### config.mk
export PLATFORM = sky130hd
export DESIGN_NAME = tamagotchi_btn_conditioner
export DESIGN_NICKNAME = d
export VERILOG_FILES = /design/src/rtl/tamagotchi_btn_conditioner.sv
export SDC_FILE = /design/constraint.sdc
export NUM_CORES = 1
export LEC_CHECK = 0
export CAP_MARGIN = 20
export CORE_MARGIN = 4
export CORE_UTILIZATION = 35
export DETAILED_ROUTE_END_ITERATION = 10
export GPL_ROUTABILITY_DRIVEN = 0
export PLACE_DENSITY_LB_ADDON = 0.1
export SYNTH_ARGS = -nofsm -noshare
export SYNTH_HDL_FRONTEND = slang
export SYNTH_SLANG_ARGS = --single-unit
### constraint.sdc
create_clock -name clk -period 2.7 [get_ports clk]
set_clock_uncertainty 0.1 [all_clocks]
set_input_delay 0.81 -clock clk [delete_from_list [all_inputs] [get_ports clk]]
set_output_delay 0.81 -clock clk [all_outputs]
set_load 0.005 [all_outputs]
### src/rtl/tamagotchi_btn_conditioner.sv
// Button front end for tamagotchi_fsm: synchronise, debounce and edge-detect six buttons,
// plus hold-second counters, long-press pulses and a sticky test_mode for reset/test.
module tamagotchi_btn_conditioner #(
  parameter int DEBOUNCE_CYCLES = 1_000_000,
  parameter int TICK_CYCLES     = 50_000_000,
  parameter int HOLD_SECONDS    = 5,
  parameter bit BTN_ACTIVE_LOW  = 1'b1
) (
  input  logic       clk,
  input  logic       reset,
  input  logic [5:0] btn_raw,
  output logic [5:0] btn_level,
  output logic [5:0] btn_press,
  output logic [2:0] count_reset,
  output logic [2:0] count_test,
  output logic       long_reset,
  output logic       long_test,
  output logic       test_mode
);

  localparam int DB_W = (DEBOUNCE_CYCLES > 1) ? $clog2(DEBOUNCE_CYCLES) : 1;
  localparam int TK_W = (TICK_CYCLES > 1) ? $clog2(TICK_CYCLES) : 1;
  localparam logic [DB_W-1:0] DB_LAST = DB_W'(DEBOUNCE_CYCLES - 1);
  localparam logic [TK_W-1:0] TK_LAST = TK_W'(TICK_CYCLES - 1);
  localparam logic [2:0]      HOLD_S  = 3'(HOLD_SECONDS);

  logic [5:0]      raw_s;
  logic [5:0]      sync1_r;
  logic [5:0]      sync2_r;
  logic [5:0]      level_r;
  logic [5:0]      level_s;
  logic [5:0]      press_r;
  logic [5:0]      press_s;
  logic [DB_W-1:0] db_cnt_r [6];
  logic [DB_W-1:0] db_cnt_s [6];
  // Hold channels: index 0 = reset button (bit4), index 1 = test button (bit5).
  logic [TK_W-1:0] tick_r [2];
  logic [TK_W-1:0] tick_s [2];
  logic [2:0]      sec_r [2];
  logic [2:0]      sec_s [2];
  logic            hit_s [2];
  logic            long_reset_r;
  logic            long_reset_s;
  logic            long_test_r;
  logic            long_test_s;
  logic            test_mode_r;
  logic            test_mode_s;

  assign raw_s = BTN_ACTIVE_LOW ? ~btn_raw : btn_raw;

  // Debounce: accept a new level only after DEBOUNCE_CYCLES consecutive mismatches.
  always_comb begin
    level_s = level_r;
    press_s = 6'b000000;
    for (int i = 0; i < 6; i++) begin
      db_cnt_s[i] = '0;
      if (sync2_r[i] == level_r[i]) begin
        db_cnt_s[i] = '0;
      end else if (db_cnt_r[i] == DB_LAST) begin
        level_s[i]  = sync2_r[i];
        press_s[i]  = sync2_r[i];
        db_cnt_s[i] = '0;
      end else begin
        db_cnt_s[i] = db_cnt_r[i] + DB_W'(1);
      end
    end
  end

  // Hold timers, long-press detection and test_mode arbitration (reset wins).
  always_comb begin
    for (int c = 0; c < 2; c++) begin
      tick_s[c] = '0;
      sec_s[c]  = 3'd0;
      hit_s[c]  = 1'b0;
      if (level_r[4 + c]) begin
        if (tick_r[c] == TK_LAST) begin
          tick_s[c] = '0;
          if (sec_r[c] != HOLD_S) begin
            sec_s[c] = sec_r[c] + 3'd1;
            hit_s[c] = ((sec_r[c] + 3'd1) == HOLD_S);
          end else begin
            sec_s[c] = sec_r[c];
          end
        end else begin
          tick_s[c] = tick_r[c] + TK_W'(1);
          sec_s[c]  = sec_r[c];
        end
      end else begin
        tick_s[c] = '0;
        sec_s[c]  = 3'd0;
      end
    end
    long_reset_s = hit_s[0];
    long_test_s  = hit_s[1] & ~hit_s[0];
    if (long_reset_s) begin
      test_mode_s = 1'b0;
    end else if (long_test_s) begin
      test_mode_s = ~test_mode_r;
    end else begin
      test_mode_s = test_mode_r;
    end
  end

  // State registers; synchroniser flops reset to the idle (not-pressed) value.
  always_ff @(posedge clk) begin
    if (reset) begin
      sync1_r      <= 6'b000000;
      sync2_r      <= 6'b000000;
      level_r      <= 6'b000000;
      press_r      <= 6'b000000;
      long_reset_r <= 1'b0;
      long_test_r  <= 1'b0;
      test_mode_r  <= 1'b0;
      for (int i = 0; i < 6; i++) begin
        db_cnt_r[i] <= '0;
      end
      for (int c = 0; c < 2; c++) begin
        tick_r[c] <= '0;
        sec_r[c]  <= 3'd0;
      end
    end else begin
      sync1_r      <= raw_s;
      sync2_r      <= sync1_r;
      level_r      <= level_s;
      press_r      <= press_s;
      long_reset_r <= long_reset_s;
      long_test_r  <= long_test_s;
      test_mode_r  <= test_mode_s;
      for (int i = 0; i < 6; i++) begin
        db_cnt_r[i] <= db_cnt_s[i];
      end
      for (int c = 0; c < 2; c++) begin
        tick_r[c] <= tick_s[c];
        sec_r[c]  <= sec_s[c];
      end
    end
  end

  assign btn_level   = level_r;
  assign btn_press   = press_r;
  assign count_reset = sec_r[0];
  assign count_test  = sec_r[1];
  assign long_reset  = long_reset_r;
  assign long_test   = long_test_r;
  assign test_mode   = test_mode_r;

endmodule

# ---- After elaboration in Yosys (flattened, before gate mapping)
# Memory sizes are Yosys's and may differ from the RTL's.
# Cells that the tools add are included.
# W data, S select, Z words.
dict set report word_totals {
  output_inout_bits 21
  memories 3
  mem_bits_rw 178
  word_cells 128
  in_bits 8
  latchBits 0
  regBits 27
  mem_bits_ro 0
}
dict set report classes {
  reduce_logical 13
  n_eq_ne 18
  div_mod_pow 0
  shifts 0
  muxes 41
  addsub 10
  n_lt_le_gt_ge 0
  bitwise 26
  multipliers 0
}
# name words word_bits read_ports rd_clocked_by_memory_dff write_ports line
set memory_table {}
lappend memory_table {db_cnt_r 6 20 6 0 6 34} ;# logic [DB_W-1:0] db_cnt_r [6];
lappend memory_table {tick_r 2 26 2 0 2 37} ;# logic [TK_W-1:0] tick_r [2];
lappend memory_table {sec_r 2 3 2 0 2 39} ;# logic [2:0] sec_r [2];
# op count
set op_table {}
lappend op_table {{$mux W20} 18}
lappend op_table {{$mux W26} 6}
lappend op_table {{$add A20 B1 Y20 const B} 6}
lappend op_table {{$eq A20 B20 Y1 const B} 6}
lappend op_table {{$add A26 B1 Y26 const B} 2}
lappend op_table {{$eq A26 B26 Y1 const B} 2}
lappend op_table {{$mux W3} 8}
lappend op_table {{$reduce_or A3 Y1} 6}
lappend op_table {{$not A1 Y1} 14}
lappend op_table {{$reduce_and A2 Y1} 6}
lappend op_table {{$or A1 B1 Y1} 10}
lappend op_table {{$mux W1} 9}
lappend op_table {{$add A3 B1 Y3 const B} 2}
lappend op_table {{$eq A1 B1 Y1} 6}
lappend op_table {{$eq A3 B3 Y1 const B} 2}
lappend op_table {{$ne A3 B3 Y1 const B} 2}
lappend op_table {{$not A6 Y6} 1}
lappend op_table {{$reduce_or A2 Y1} 1}
lappend op_table {{$and A1 B1 Y1} 1}

# ---- Longest topological paths before layout
# Gate-level depths: netlist of the first run.
dict set report depth {
  depth_word 7
  mapped_depth 7
  ltp_nobuf 6
}

# ---- Worst setup path before layout of the first run
# OpenSTA, ideal clock, no wires.
dict set report synth_path {
  path_type {reg-to-reg}
  startpoint {mem db_cnt_r[4][0] (netlist name)}
  endpoint {mem db_cnt_r[4][18] (netlist name)}
  arrival_ns 1.915
  synth_period_minus_slack_ns 2.081
  stages_incl_launch_ff 7
  n_path_buf 1
  t_required_ns 2.534
  path_slack_ns 0.619
  setup_ns 0.066
  cell_sequence {dfxtp_1 ha_1 nand2_1 or4_1 buf_2 or4_4 a21oi_2}
}
# element line
set synth_lines {}
lappend synth_lines {{start: declaration} 34}

==> insert_results.sql, run 1 <==
INSERT INTO impl_metrics (metric_group, metric, value, unit) VALUES
('clocking', 'worst_skew_pair.late_latency', '0.51', 'ns'),
('logic_synthesis', 'synthesis.yosys.warnings', '0', ''),
('floorplanning', 'starting_density_of_the_core', '0.3541', ''),
('detailed_routing', 'drt_first_iter_violations', '369', ''),
('logic_synthesis', 'synth-seq-area-share', '0.4460', ''),
('global_route', 'grt_first_pass_wirelength', '33170', 'um'),
('sta', 'tns', '0', 'ns'),
('logic_synthesis', 'synth_top_family_by_area', 'simple AND/OR/NAND/NOR gates', ''),
('worst_setup_path', 'timing.critical_path.to', 'count_reset[2]', ''),
('detailed_routing', 'postRouteWirelength', '19010', 'um'),
('detailed_routing', 'num_vias', '7392', ''),
('worst_setup_path', 'critical-path-top-delay-family', 'buffers and inverters', ''),
('detailed_routing', 'detail_route.first_pass.iterations', '4', ''),
('sta', 'rsz_0062_raised_after_global_routing', 'false', ''),
('clocking', 'cts_post_setup_buffers_inserted', '0', ''),
('global_route', 'global_route.overflow_total', '0', ''),
('worst_setup_path', 'critical_path_class', 'flop to output port', ''),
('logic_synthesis', 'syn_area_per_cell', '8.705', 'um2'),
('floorplanning', 'die_x', '170.1', 'um'),
('logic_synthesis', 'synthArstFlopShare', '0', ''),
('outcome', 'result_of_the_run', 'complete, no violations', ''),
('power_and_ir_drop', 'power.total', '6.089', 'mW'),
('clocking', 'clock-sinks', '205', ''),
('clocking', 'ctsHoldBuffers', '0', ''),
('clocking', 'clock_path_buffers', '3', ''),
('final_layout', 'finish.net_count', '1115', ''),
('worst_setup_path', 'rr_worst_depth', '4', ''),
('logic_synthesis', 'synth_top_flop_cell', 'dfxtp_1', ''),
('floorplanning', 'die_height', '170.1', 'um'),
('logic_synthesis', 'postSynthNetCount', '1079', ''),
('logic_synthesis', 'synth-edff-count', '0', ''),
('final_layout', 'mostFrequentLayoutCells', 'dfxtp_1 (205), nor2_1 (136), a21oi_1 (70), nand3_1 (64), xnor2_1 (64)', ''),
('clocking', 'tritoncts', 'done', ''),
('worst_setup_path', 'path_buf_inv', '1', ''),
('logic_synthesis', 'synth.top_cell.area_share', '0.4460', ''),
('worst_setup_path', 'timing.critical_path.from', 'sec_r[0][2]$_SDFFE_PP0P_', ''),
('flow_run', 'timing.max_cap.violations', '0', ''),
('global_route', 'grtUsageTotal', '0.1324', ''),
('global_route', 'grt_start_max_net_pins', '26', ''),
('logic_synthesis', 'netlist.top_cell.by_area', 'dfxtp_1', ''),
('logic_synthesis', 'post_synth_main_area_contributors', 'dfxtp_1 (45%), xnor2_1 (6.1%), nor2_1 (5.5%)', ''),
('detailed_routing', 'avgRoutedWirePerCell', '13.17', 'um'),
('worst_setup_path', 'cp-end-kind', 'output port', ''),
('floorplanning', 'standard_cell_row_count', '59', ''),
('final_layout', 'n_fill_cell', '2636', ''),
('clocking', 'cts.clk_slew.worst_paths', '0.06', 'ns'),
('floorplanning', 'core_footprint', '25980', 'um2'),
('sta', 'final.hold.worst_slack', '0.3372', 'ns'),
('sta', 'max-slew-margin-rel', '0.4195', ''),
('worst_setup_path', 'timing.critical_path.required', '1.79', 'ns'),
('clocking', 'root_buffer', 'clkbuf_16', ''),
('sta', 'finalCriticalPeriod', '2.453', 'ns'),
('final_layout', 'layout.cells.most_common', 'dfxtp_1', ''),
('floorplanning', 'io-pin-count', '29', ''),
('final_layout', 'post_route_cells_drive_above_1_share', '0.05866', ''),
('sta', 'setup_viol_count_final', '0', ''),
('power_and_ir_drop', 'power-per-cell-area', '574.5', 'nW/um2'),
('final_layout', 'final_core_utilization', '0.4079', ''),
('sta', 'final_slew_viol_count', '0', ''),
('logic_synthesis', 'synth-simple-area-share', '0.3039', ''),
('sta', 'maxClockFrequency', '407.6', 'MHz'),
('floorplanning', 'die_area', '28950', 'um2'),
('sta', 'layout_worst_path_cycle_share', '0.9087', ''),
('sta', 'measured_slew_at_the_worst_slew_check_pin', '0.8707', 'ns'),
('worst_setup_path', 'max_stage_delay_on_crit_path', '0.56', 'ns'),
('detailed_routing', 'drc_markers', '0', ''),
('worst_setup_path', 'worst-path-max-fanout', '7', ''),
('power_and_ir_drop', 'max-vdd-ir-drop', '0.0003844', 'V'),
('worst_hold_path', 'hold_path_class', 'flop to flop', ''),
('worst_setup_path', 'crit_path_top_delay_cell', 'clkdlybuf4s50_1', ''),
('sta', 'hold_viol_final', '0', '');
## layer usage
| metal | share of wire | GRT usage | up-vias |
|---|---|---|---|
| met1 | 0.52 | 0.1899 | 3406 |
| li1 | - | - | 3897 |
| met5 | 0 | 0 | - |
| met2 | 0.43 | 0.2080 | 66 |
| met3 | 0.033 | 0.02137 | 23 |
| met4 | 0.017 | 0.03438 | 0 |
## power by group
part	internal, mW	switching (mW)	total, mW
clock	1.78	1.21	2.99
combinational	0.0240	0.0321	0.0561
sequential	3.04	0.00723	3.04
## through the flow
step                      setup WS [ns]  cell area (um2)
final                            0.2466            10600
after global routing             0.1838            10600
after CTS                        0.2175            10600
after detailed placement         0.3622             9877
after global placement           0.3746             9877
after floorplan                  0.6188             9201
## cell families after synthesis
family | after synthesis
flip-flops | 205
adder cells (fa/ha/maj) | 14
AND/OR/NAND/NOR | 509
buffers and inverters | 69
XOR/XNOR | 99
AO/OA/AOI/OAI | 161
## cell usage after synthesis (all sizes together), types with 3 or more instances
cell type / number
dfxtp: 205
nor2: 136
a21oi: 71
nand3: 65
xnor2: 64
nand2: 56
o21ai: 45
nand4: 43
or3: 41
or4: 41
xor2: 35
inv: 34
o31ai: 29
clkbuf: 24
nor3: 22
nor4: 21
and3: 17
and4: 17
ha: 14
nor4b: 12
buf: 11
nor2b: 10
and2: 5
nor3b: 5
nand2b: 4
or4b: 4
or2: 3
## sequential cells by signal (all words and copies together), names as in the netlist
signal / cells
sec_r: 6
test_mode: 1
btn_press: 6
long_reset: 1
sync2_r: 6
tick_r: 52
btn_level: 6
db_cnt_r: 120
long_test: 1
sync1_r: 6
## worst min-delay path by stage
stage	cells past startpoint	slack, ns	to	start
floorplan	1	0.31	tick_r[0][26]$_SDFF_PP0_	tick_r[0][26]$_SDFF_PP0_
global route	1	0.36	tick_r[0][26]$_SDFF_PP0_	tick_r[0][26]$_SDFF_PP0_
detailed placement	1	0.33	sync2_r[4]$_SDFF_PP0_	sync1_r[4]$_SDFF_PP0_
global placement	1	0.32	sync2_r[4]$_SDFF_PP0_	sync1_r[4]$_SDFF_PP0_
finish	1	0.34	sync2_r[3]$_SDFF_PP0_	sync1_r[3]$_SDFF_PP0_
CTS	1	0.34	sync2_r[1]$_SDFF_PP0_	sync1_r[1]$_SDFF_PP0_
## layout make-up
type,instances,area (um2),share of cell area
timing repair buffer,44,420.4,0.03966
clock inverter,3,15.01,0.001416
multi-input combinational,783,4806,0.4534
clock buffer,39,708.2,0.06681
sequential,205,4104,0.3872
inverter,34,127.6,0.01204
tap,335,419.2,0.03954
Power figures use the tool's default switching activity.
==> run 2: changes to the inputs <==
--- a/config.mk
+++ b/config.mk
@@ -14,3 +14,4 @@
 export SYNTH_ARGS = -nofsm -noshare
 export SYNTH_HDL_FRONTEND = slang
 export SYNTH_SLANG_ARGS = --single-unit
+export TNS_END_PERCENT = 5
==> results of run 2 <==
The final DEF is identical to that of run 1; final timing and power are the same.
